==> src/rtl/rz_frame_tx.sv <==
`default_nettype none
//------------------------------------------------------------------------------
// Module      : rz_frame_tx
// Description : Return-to-zero LED frame transmitter (WS2812-class strips).
//               Serialises pixel words MSB first with cycle-counted high/low
//               pulse widths and inserts a latch gap after each frame.
//               Optional macro RZ_BRIGHTNESS_EN adds a per-lane brightness
//               scaler applied when a word is accepted.
// Revision    : 1.0 - initial release
//------------------------------------------------------------------------------
module rz_frame_tx #(
   parameter int DATA_W    = 24,
   parameter int T_PERIOD  = 125,
   parameter int T0H       = 32,
   parameter int T1H       = 80,
   parameter int RESET_CYC = 30000
) (
   input  logic              clk,
   input  logic              rst_n,
   input  logic [DATA_W-1:0] in,
   input  logic              s_valid,
   input  logic              s_last,
   output logic              s_ready,
   output logic              out,
   output logic              busy,
   output logic              frame_done,
   output logic              underrun
`ifdef RZ_BRIGHTNESS_EN
   ,
   input  logic [7:0]        brightness
`endif
);

   localparam int C_CNT_MAX = (T_PERIOD > RESET_CYC) ? T_PERIOD : RESET_CYC;
   localparam int C_CNT_W   = (C_CNT_MAX > 1) ? $clog2(C_CNT_MAX) : 1;
   localparam int C_IDX_W   = $clog2(DATA_W);
   localparam int C_LANES   = DATA_W / 8;

   localparam logic [C_CNT_W-1:0] C_PERIOD_END = C_CNT_W'(T_PERIOD - 1);
   localparam logic [C_CNT_W-1:0] C_RESET_END  = C_CNT_W'(RESET_CYC - 1);
   localparam logic [C_CNT_W-1:0] C_T0H        = C_CNT_W'(T0H);
   localparam logic [C_CNT_W-1:0] C_T1H        = C_CNT_W'(T1H);
   localparam logic [C_IDX_W-1:0] C_IDX_LAST   = C_IDX_W'(DATA_W - 1);

   typedef enum logic [1:0] {
      ST_LATCH = 2'd0,
      ST_IDLE  = 2'd1,
      ST_BIT   = 2'd2
   } state_t;

   state_t              r_state;
   logic [C_CNT_W-1:0]  r_cnt;
   logic [C_IDX_W-1:0]  r_bit_idx;
   logic [DATA_W-1:0]   r_sh;
   logic                r_last;
   logic                r_had_data;
   logic                r_out;
   logic                r_frame_done;
   logic                r_underrun;

   logic [DATA_W-1:0]   w_load;
   logic                w_final;
   logic                w_accept;
   logic [C_CNT_W-1:0]  w_cnt_inc;
   logic [C_CNT_W-1:0]  w_thr;

`ifdef RZ_BRIGHTNESS_EN
   // Each 8-bit lane is scaled by (brightness+1)/256; 255 leaves it unchanged.
   for (genvar g = 0; g < C_LANES; g++) begin : g_lane
      logic [15:0] w_prod;
      assign w_prod = 16'(in[8*g +: 8]) * (16'(brightness) + 16'd1);
      assign w_load[8*g +: 8] = w_prod[15:8];
   end
`else
   assign w_load = in;
`endif

   // Last slot of the last bit of the current pixel: the only in-frame chance
   // to take the next word without a gap.
   assign w_final   = (r_state == ST_BIT) && (r_bit_idx == C_IDX_LAST) &&
                      (r_cnt == C_PERIOD_END);
   assign s_ready   = (r_state == ST_IDLE) || (w_final && !r_last);
   assign busy      = (r_state != ST_IDLE);
   assign w_accept  = s_valid && s_ready;
   assign w_cnt_inc = r_cnt + C_CNT_W'(1);
   assign w_thr     = r_sh[DATA_W-1] ? C_T1H : C_T0H;

   assign out        = r_out;
   assign frame_done = r_frame_done;
   assign underrun   = r_underrun;

   // Frame sequencer: latch gap, idle wait and bit-slot timing; out is the
   // registered level for the slot position reached after this edge.
   always_ff @(posedge clk or negedge rst_n) begin
      if (!rst_n) begin
         r_state      <= ST_LATCH;
         r_cnt        <= '0;
         r_bit_idx    <= '0;
         r_sh         <= '0;
         r_last       <= 1'b0;
         r_had_data   <= 1'b0;
         r_out        <= 1'b0;
         r_frame_done <= 1'b0;
         r_underrun   <= 1'b0;
      end else begin
         r_frame_done <= 1'b0;
         r_underrun   <= 1'b0;
         case (r_state)
            ST_LATCH: begin
               r_out <= 1'b0;
               if (r_cnt == C_RESET_END) begin
                  r_state      <= ST_IDLE;
                  r_cnt        <= '0;
                  r_frame_done <= r_had_data;
                  r_had_data   <= 1'b0;
               end else begin
                  r_cnt <= w_cnt_inc;
               end
            end
            ST_IDLE: begin
               r_out <= 1'b0;
               if (w_accept) begin
                  r_sh       <= w_load;
                  r_last     <= s_last;
                  r_had_data <= 1'b1;
                  r_cnt      <= '0;
                  r_bit_idx  <= '0;
                  r_state    <= ST_BIT;
                  r_out      <= 1'b1;
               end
            end
            ST_BIT: begin
               if (r_cnt != C_PERIOD_END) begin
                  r_cnt <= w_cnt_inc;
                  r_out <= (w_cnt_inc < w_thr);
               end else begin
                  r_cnt <= '0;
                  if (r_bit_idx != C_IDX_LAST) begin
                     // Next bit starts high whatever its value.
                     r_sh      <= {r_sh[DATA_W-2:0], 1'b0};
                     r_bit_idx <= r_bit_idx + C_IDX_W'(1);
                     r_out     <= 1'b1;
                  end else if (r_last) begin
                     r_state <= ST_LATCH;
                     r_out   <= 1'b0;
                  end else if (s_valid) begin
                     r_sh       <= w_load;
                     r_last     <= s_last;
                     r_had_data <= 1'b1;
                     r_bit_idx  <= '0;
                     r_out      <= 1'b1;
                  end else begin
                     // Starved mid-frame: latch whatever has been sent.
                     r_underrun <= 1'b1;
                     r_state    <= ST_LATCH;
                     r_out      <= 1'b0;
                  end
               end
            end
            default: begin
               r_state <= ST_LATCH;
               r_cnt   <= '0;
               r_out   <= 1'b0;
            end
         endcase
      end
   end

endmodule
`default_nettype wire

==> config.mk <==
export PLATFORM = sky130hd
export DESIGN_NAME = rz_frame_tx
export DESIGN_NICKNAME = d
export VERILOG_FILES = /design/src/rtl/rz_frame_tx.sv
export SDC_FILE = /design/constraint.sdc
export NUM_CORES = 1
export LEC_CHECK = 0
export CORE_MARGIN = 3
export CORE_UTILIZATION = 50
export CTS_BUF_LIST = sky130_fd_sc_hd__clkbuf_16
export CTS_CLUSTER_SIZE = 24
export DETAILED_ROUTE_END_ITERATION = 12
export HOLD_SLACK_MARGIN = 0.03
export PLACE_DENSITY = 0.72
export REMOVE_ABC_BUFFERS = 1
export SETUP_SLACK_MARGIN = 0.05
export SYNTH_ARGS = -nofsm -noshare
export SYNTH_HDL_FRONTEND = slang
export SYNTH_SLANG_ARGS = --single-unit
export TNS_END_PERCENT = 1
==> constraint.sdc <==
create_clock -name clk -period 6.6 [get_ports clk]
set_clock_uncertainty 0.05 [all_clocks]
set_input_delay 1.32 -clock clk [delete_from_list [all_inputs] [get_ports clk]]
set_output_delay 1.32 -clock clk [all_outputs]
set_load 0.1 [all_outputs]
==> qor.yml, run 1 <==
die_h_um: 81.70
powerDensity_nw_per_um2: 195.8
postCtsSetupBuffers: 0
rows: 26
ys_seq_elements: 51
wire_per_inst_um: 15.79
hold_end: "r_had_data$_DFFE_PN0P_"
clk_latency_ns: 0.29
crit_chain: "inv_1, ha_1, or4b_4, or4_1, nor4b_1, or2_2, clkdlybuf4s50_1"
path_clk_slew_ns: 0.07
numClockSinks: 51
initial_core_util_pct: 53.71
area_delta_synth_final_pct: 17.38
cts-buffers-inserted: 5
arrival_ns: 3.66
drc_errors: 0
cp_max_fo: 6
drive_gt1_share_pct: 7.508
ys_seq_area_share_pct: 44.54
max_stage_delay_ns: 1.12
worstSetupPathType: "reg2out"
hold_depth: 1
hold_class: "reg2reg"
syn_inst: 309
post-route-min-period_ns: 5.026
max-slew-margin-rel_pct: 22.15
grt_pass1_wl_um: 11300
port_buffers: 32
grt.overflow.total: 0
nets: 370
period_share_pct: 76.15
die_w_um: 81.70
p_leak_nw: 1.476
hold_viol_final: 0
first_iter_violations: 175
grt.busiest_layer: "met2"
cts_buffer_depth: 2
post_cts_resized: 0
die_area_um2: 6675
worstReg2RegEnd: "r_had_data$_DFFE_PN0P_"
reg2reg_depth: 6
synth_area_um2: 2865
yosysWarnings: 0
track_usage_pct: 21.58
gp_congestion: 0.8593
max-cap-violations: 0
synth_edf_count: 0
cp.required_ns: 5.23
final_common_cell: "dfrtp_1"
slew_violations: 0
cts_root_buffer: "clkbuf_16"
core_area_um2: 5335
antenna_found_initial: 0
yosys_most_used_dff: "dfrtp_1"
ant_nets: 0
final_cell_mix: "dfrtp_1 (51), nor2_1 (35), clkdlybuf4s50_1 (31)"
power_w: 0.0006586
start_kind: "register"
synth_cell_types: 54
grt_pass1_vias: 2406
tritoncts: "built"
ctsHoldBuffers: 0
crit_path_top_delay_cell: "clkdlybuf4s50_1"
reg2reg_slack_ns: 3.29
grt_max_degree: 37
antenna_cells: 0
rsz0062_at_grt: "no"
first_pass_iters: 4
wirelength_um: 6363
ir_worst_vdd_uv: 107.6
fmax_mhz: 199.0
vias: 2413
top_level_ports: 33
grt_use_met2_pct: 32.74
synthArstFlopShare_pct: 100.0
htreeDepth: 2
end_kind: "output port"
met3_usage_pct: 4.386
outcome: "finished, final reports clean"
setup_tns_ns: 0
vias_per_cell: 5.988
setup_viol: 0
syn_area_per_cell_um2: 9.273
gr-usage-met1_pct: 30.97
r2r-start: "r_state[0]$_DFFE_PN0P_"
hold_start: "r_had_data$_DFFE_PN0P_"
dp_hpwl_um: 4403
worstMarginPinSlew_ns: 1.155
[state kept, by name, indices dropped and copies added, names as in the netlist, 2 cells and up]
register,cells
r_cnt,15
r_bit_idx,5
r_state,2
r_sh,24
[metrics by stage]
| step | utilization (%) | area [um^2] | worst slack [ns] | hold WS, ns | instances |
|---|---|---|---|---|---|
| finish | 63.04 | 3363 | 1.574 | 0.4395 | 403 |
| global route | 63.04 | 3363 | 1.411 | 0.4717 | 403 |
| CTS | 63.04 | 3363 | 1.584 | 0.4429 | 403 |
| global placement | 59.80 | 3191 | 1.944 | 0.4168 | 395 |
| detailed placement | 59.80 | 3191 | 1.911 | 0.4272 | 395 |
| floorplan | - | 2773 | 2.838 | 0.4002 | 291 |
[cell type report]
type / instances / area, um^2
fill: 458 / 1972
multi-input combinational: 231 / 1463
sequential: 51 / 1276
timing repair buffer: 34 / 330.3
clock buffer: 5 / 125.1
tap: 70 / 87.58
clock inverter: 3 / 47.55
inverter: 9 / 33.78
[cells by family (layout without fill, tap and decap cells)]
group	count (synthesis)	in the layout	synth area share (%)
simple gates	112	112	20.26
compound gates	97	97	22.27
flops	51	51	44.54
buf+inv	27	51	4.410
fa+ha+maj	10	10	4.367
xor+xnor	6	6	1.834
mux	6	6	2.314
[cell usage after synthesis (all sizes together) (6+ instances only)]
cell	instances	share of area [%]
dfrtp	51	45
nor2	35	4.6
a21oi	28	5.0
nand2	27	3.8
o22ai	23	5.0
o21ai	17	3.0
ha	10	4.4
nand3	10	1.9
a22o	9	2.8
buf	9	2.1
clkbuf	9	1.2
inv	9	1.2
nand4	6	1.3
nor3	6	1.0
[power breakdown]
group          switching, W  total (W)  internal, W  leakage, nW
Sequential       0.00000611   0.000322     0.000315        0.697
Clock              0.000117   0.000297     0.000181       0.0844
Combinational     0.0000165  0.0000397    0.0000232        0.695
[per-layer routing]
| metal | vias to the layer above | wire, um |
|---|---|---|
| met5 | - | 0 |
| met4 | 0 | 57 |
| met2 | 66 | 2860 |
| li1 | 1185 | - |
| met1 | 1155 | 3123 |
| met3 | 7 | 322 |
[critical path, delay by kind of cell, from the launching register on]
kind | cells | cell delay (ns)
and+or+nand+nor | 4 | 1.56
adders and majority gates | 1 | 0.15
DFF | 1 | 0.44
buffers and inverters | 2 | 1.22
[worst max path at each step]
stage,startpoint,to,cells past startpoint
floorplan,r_cnt[0]$_DFFE_PN0P_,s_ready,6
global placement,r_cnt[0]$_DFFE_PN0P_,s_ready,7
detailed placement,r_cnt[0]$_DFFE_PN0P_,s_ready,7
CTS,r_cnt[1]$_DFFE_PN0P_,s_ready,7
global route,r_cnt[1]$_DFFE_PN0P_,s_ready,7
finish,r_cnt[1]$_DFFE_PN0P_,s_ready,7
Power figures use the tool's default switching activity.
==> run 2: changes to the inputs <==
PLACE_DENSITY = 0.75   (was 0.72)
clock period = 4.5 ns   (was 6.6 ns; I/O delays follow)
==> run 2 against run 1 <==
Clock power rose by 27%. Sequential power rose by 47%. Register-to-register slack got worse by 1.8 ns. Routed wire length rose by 0.57%. Sequential share of layout area rose by 0.14 points. Final cell count rose by 0.50%. Non-clock buffer count rose by 2. Combinational power rose by 47%. Largest power group unchanged. Critical path type unchanged. Design area fell by 0.37%.
==> qor.yml, run 2 (synthesis results as in run 1) <==
vias: 2468
period_share_pct: 83.19
wire_per_inst_um: 15.80
numClockSinks: 51
start_kind: "register"
post_cts_resized: 0
gp_congestion: 0.8542
area_delta_synth_final_pct: 16.94
worstMarginPinSlew_ns: 1.059
track_usage_pct: 20.51
grt.overflow.total: 0
whs_ns: 0.4592
p_leak_nw: 1.476
path_clk_slew_ns: 0.07
cp.required_ns: 3.55
setup_tns_ns: 0
grt_pass1_vias: 2325
vias_per_cell: 6.094
tritoncts: "built"
ir_worst_vdd_uv: 163.5
rsz0062_at_grt: "no"
max-slew-margin-rel_pct: 29.38
powerDensity_nw_per_um2: 271.2
clk_latency_ns: 0.29
first_pass_iters: 5
die_area_um2: 6675
port_buffers: 32
ant_nets: 0
hold_class: "reg2reg"
postCtsSetupBuffers: 0
first_iter_violations: 231
arrival_ns: 2.79
outcome: "finished, final reports clean"
final_util_pct: 62.80
initial_core_util_pct: 53.71
setup_viol: 0
fmax_mhz: 267.1
largest_reg_flops: 24
cts_buffer_depth: 2
cts-buffers-inserted: 5
top_level_ports: 33
hold_viol_final: 0
grt_max_degree: 52
die_h_um: 81.70
reg2reg_slack_ns: 1.46
rows: 26
max-cap-violations: 0
end_kind: "output port"
dp_hpwl_um: 4335
cts_root_buffer: "clkbuf_16"
nets: 372
worstSetupPathType: "reg2out"
die_w_um: 81.70
antenna_found_initial: 0
final_cell_mix: "dfrtp_1 (51), nor2_1 (35), clkdlybuf4s50_1 (30)"
htreeDepth: 2
antenna_cells: 0
slew_violations: 0
drive_gt1_share_pct: 8.358
grt_pass1_wl_um: 10630
cp_max_fo: 8
ctsHoldBuffers: 0
post-route-min-period_ns: 3.743
top_regs: "r_sh (24), r_cnt (15), r_bit_idx (5)"
final_common_cell: "dfrtp_1"
wirelength_um: 6399
regMostFlops: "r_sh"
core_area_um2: 5335
drc_errors: 0
run 2: cell count changes in the layout (fill, tap and decap cells not counted), sizes merged:
| cell | before | now |
|---|---|---|
| clkinv | 1 | 2 |
| clkdlybuf4s50 | 31 | 30 |
| buf | 3 | 6 |
| bufinv | 1 | 0 |
run 2: layout make-up:
class / count / area, um^2
clock inverters: 3 / 22.52
multi-input cells: 231 / 1463
flip-flops and latches: 51 / 1276
repair buffers: 36 / 342.8
clock buffers: 5 / 125.1
well taps: 70 / 87.58
fillers: 443 / 1984
inverters: 9 / 33.78
run 2: layer usage:
layer,GRT usage (%),part of all wire (%),vias to the layer above
met5,0,0,-
met1,27.95,46,1168
li1,-,-,1190
met3,2.741,5.1,13
met2,33.22,48,97
met4,7.973,1.5,0
run 2: worst paths after layout:
path / endpoint / cells after the start / from
hold / removal: r_sh[0]$_DFFE_PN0P_ / 2 / r_sh[0]$_DFFE_PN0P_
min in group asynchronous: r_sh[13]$_DFFE_PN0P_ / 2 / rst_n
max in group asynchronous: out$_DFF_PN0_ / 2 / rst_n
hold reg to reg: r_sh[0]$_DFFE_PN0P_ / 2 / r_sh[0]$_DFFE_PN0P_
setup reg to reg: r_had_data$_DFFE_PN0P_ / 8 / r_cnt[0]$_DFFE_PN0P_
setup / recovery: s_ready / 7 / r_cnt[0]$_DFFE_PN0P_
run 2: through the flow:
step / std cells / total power (W) / worst slack [ns] / area (um^2)
floorplan: 291 / 0.0005002 / 1.158 / 2773
global placement: 397 / 0.0005391 / 1.114 / 3203
detailed placement: 397 / 0.0005397 / 1.100 / 3203
CTS: 405 / 0.0009182 / 0.7774 / 3351
global route: 405 / 0.0009436 / 0.6175 / 3351
finish: 405 / 0.0009088 / 0.7566 / 3351
run 2: critical path: stages, from the launching register on:
cell and delay (ns):
dfrtp_1 0.46, inv_1 0.09, ha_1 0.15, or4b_4 0.47
or4_1 0.58, nor4b_1 0.31, or2_2 0.17, buf_4 0.28
run 2: power by group:
part / total [W] / switching [W] / internal, W / leakage (nW)
registers: 0.000473 / 0.0000105 / 0.000463 / 0.697
logic: 0.0000584 / 0.0000243 / 0.0000340 / 0.705
clock network: 0.000377 / 0.000169 / 0.000208 / 0.0742
total: 0.000909 / 0.000204 / 0.000705 / 1.48
==> run 3: changes to the inputs <==
PLACE_DENSITY = 0.72   (was 0.75)
clock period = 3.8 ns   (was 4.5 ns; I/O delays follow)
==> run 3 against run 2 <==
Via count shrank 0.89%. Register-to-register slack got worse by 0.64 ns. Clock-buffer cell count unchanged. Final cell count up 0.49%. Hold slack lost 0.023 ns. Routed wire length increased by 1.5%. Flip-flop and latch count stayed put. Combinational power up 19%. Total power up 18%. Sequential power increased by 18%. Clock power up 18%. First-iteration DRC count decreased by 5.6%. Critical endpoint unchanged. Highest routed layer unchanged.
==> qor.yml, run 3 (synthesis results as in run 1) <==
ir_worst_vdd_uv: 259.6
ant_nets: 0
cp.required_ns: 2.99
slew_violations: 0
die_w_um: 81.70
post_cts_resized: 0
htreeDepth: 2
final_common_cell: "dfrtp_1"
ctsHoldBuffers: 0
vias_per_cell: 6.010
top_regs: "r_sh (24), r_cnt (15), r_bit_idx (5)"
grt.busiest_layer: "met2"
rows: 26
arrival_ns: 2.72
initial_core_util_pct: 53.71
max-cap-violations: 0
grt_use_met2_pct: 35.42
dp_hpwl_um: 4490
max-slew-margin-rel_pct: 35.63
drc_errors: 0
worstMarginPinSlew_ns: 0.9626
wirelength_um: 6497
setup_tns_ns: 0
worstSetupPathType: "reg2out"
port_buffers: 32
post-route-min-period_ns: 3.527
cts_buffer_depth: 2
end_kind: "output port"
r2r-start: "r_cnt[0]$_DFFE_PN0P_"
numClockSinks: 51
powerDensity_nw_per_um2: 317.9
antenna_found_initial: 0
met3_usage_pct: 4.605
outcome: "finished, final reports clean"
drive_gt1_share_pct: 9.199
hold_viol_final: 0
die_area_um2: 6675
nFillCells: 454
first_iter_violations: 218
area_delta_synth_final_pct: 17.69
core_area_um2: 5335
grt.overflow.total: 0
cts-buffers-inserted: 5
setup_viol: 0
top_level_ports: 33
postCtsSetupBuffers: 0
hold_start: "r_sh[0]$_DFFE_PN0P_"
post-place-ws_ns: 0.6042
tritoncts: "built"
fmax_mhz: 283.6
grt_pass1_wl_um: 11360
track_usage_pct: 21.72
path_clk_slew_ns: 0.07
period_share_pct: 92.80
vias: 2446
hold_class: "reg2reg"
nets: 374
clk_latency_ns: 0.29
critPathLaunch: "r_cnt[0]$_DFFE_PN0P_"
wire_per_inst_um: 15.96
p_leak_nw: 1.489
antenna_cells: 0
largest_reg_flops: 24
cp_max_fo: 8
grt_max_degree: 33
gp_congestion: 0.8595
rsz0062_at_grt: "no"
fin_ws_ns: 0.2735
first_pass_iters: 4
start_kind: "register"
regMostFlops: "r_sh"
gr-usage-met1_pct: 30.39
die_h_um: 81.70
grt_pass1_vias: 2401
final_cell_mix: "dfrtp_1 (51), nor2_1 (35), clkdlybuf4s50_1 (29)"
final_util_pct: 63.20
cts_root_buffer: "clkbuf_16"
run 3: cell types whose count changed in the layout (fill, tap and decap cells not counted), sizes merged:
cell | previous run | this run
buf | 6 | 9
clkdlybuf4s50 | 30 | 29
run 3: final cells by class:
type                       instances  area [um^2]  area share [%]
clock inverter                     3        18.77          0.5566
timing repair buffer              38        367.9           10.91
inverter                           9        33.78           1.002
clock buffer                       5        125.1           3.711
multi-input combinational        231         1463           43.38
sequential                        51         1276           37.85
tap                               70        87.58           2.597
run 3: worst paths after layout:
path | endpoint | slack, ns | cells past startpoint
max in group asynchronous | r_cnt[9]$_DFFE_PN0P_ | 2.50 | 2
max | s_ready | 0.27 | 7
min | r_sh[0]$_DFFE_PN0P_ | 0.44 | 2
min in group asynchronous | r_sh[4]$_DFFE_PN0P_ | 0.47 | 1
max reg2reg | r_had_data$_DFFE_PN0P_ | 0.82 | 8
min reg2reg | r_sh[0]$_DFFE_PN0P_ | 0.44 | 2
run 3: stage by stage:
step	instances	total power [W]	area, um^2	hold slack, ns
after global placement	399	0.0006384	3228	0.4151
final	407	0.001072	3372	0.4367
after detailed placement	399	0.0006396	3228	0.4259
after CTS	407	0.001080	3372	0.4421
after global routing	407	0.001117	3372	0.4759
after floorplan	291	0.0005924	2773	0.4002
run 3: report_power, final:
part           switching, W  leakage [nW]  internal, W
Clock              0.000199        0.0740     0.000244
Combinational     0.0000291         0.719    0.0000404
Sequential        0.0000109         0.697     0.000548
Total              0.000239          1.49     0.000833
run 3: critical path, stage by stage, from the launching register on:
cell	delay (ns)
dfrtp_1	0.46
inv_1	0.09
ha_1	0.14
or4b_4	0.46
or4_1	0.60
nor4b_1	0.31
or2_2	0.20
buf_12	0.17
run 3: per-layer routing:
metal | wire [um] | vias to the layer above | share of wire (%)
met5 | 0 | - | 0
met4 | 62 | 0 | 0.95
met3 | 378 | 8 | 5.8
met2 | 3018 | 76 | 46
met1 | 3038 | 1175 | 47
li1 | - | 1187 | -
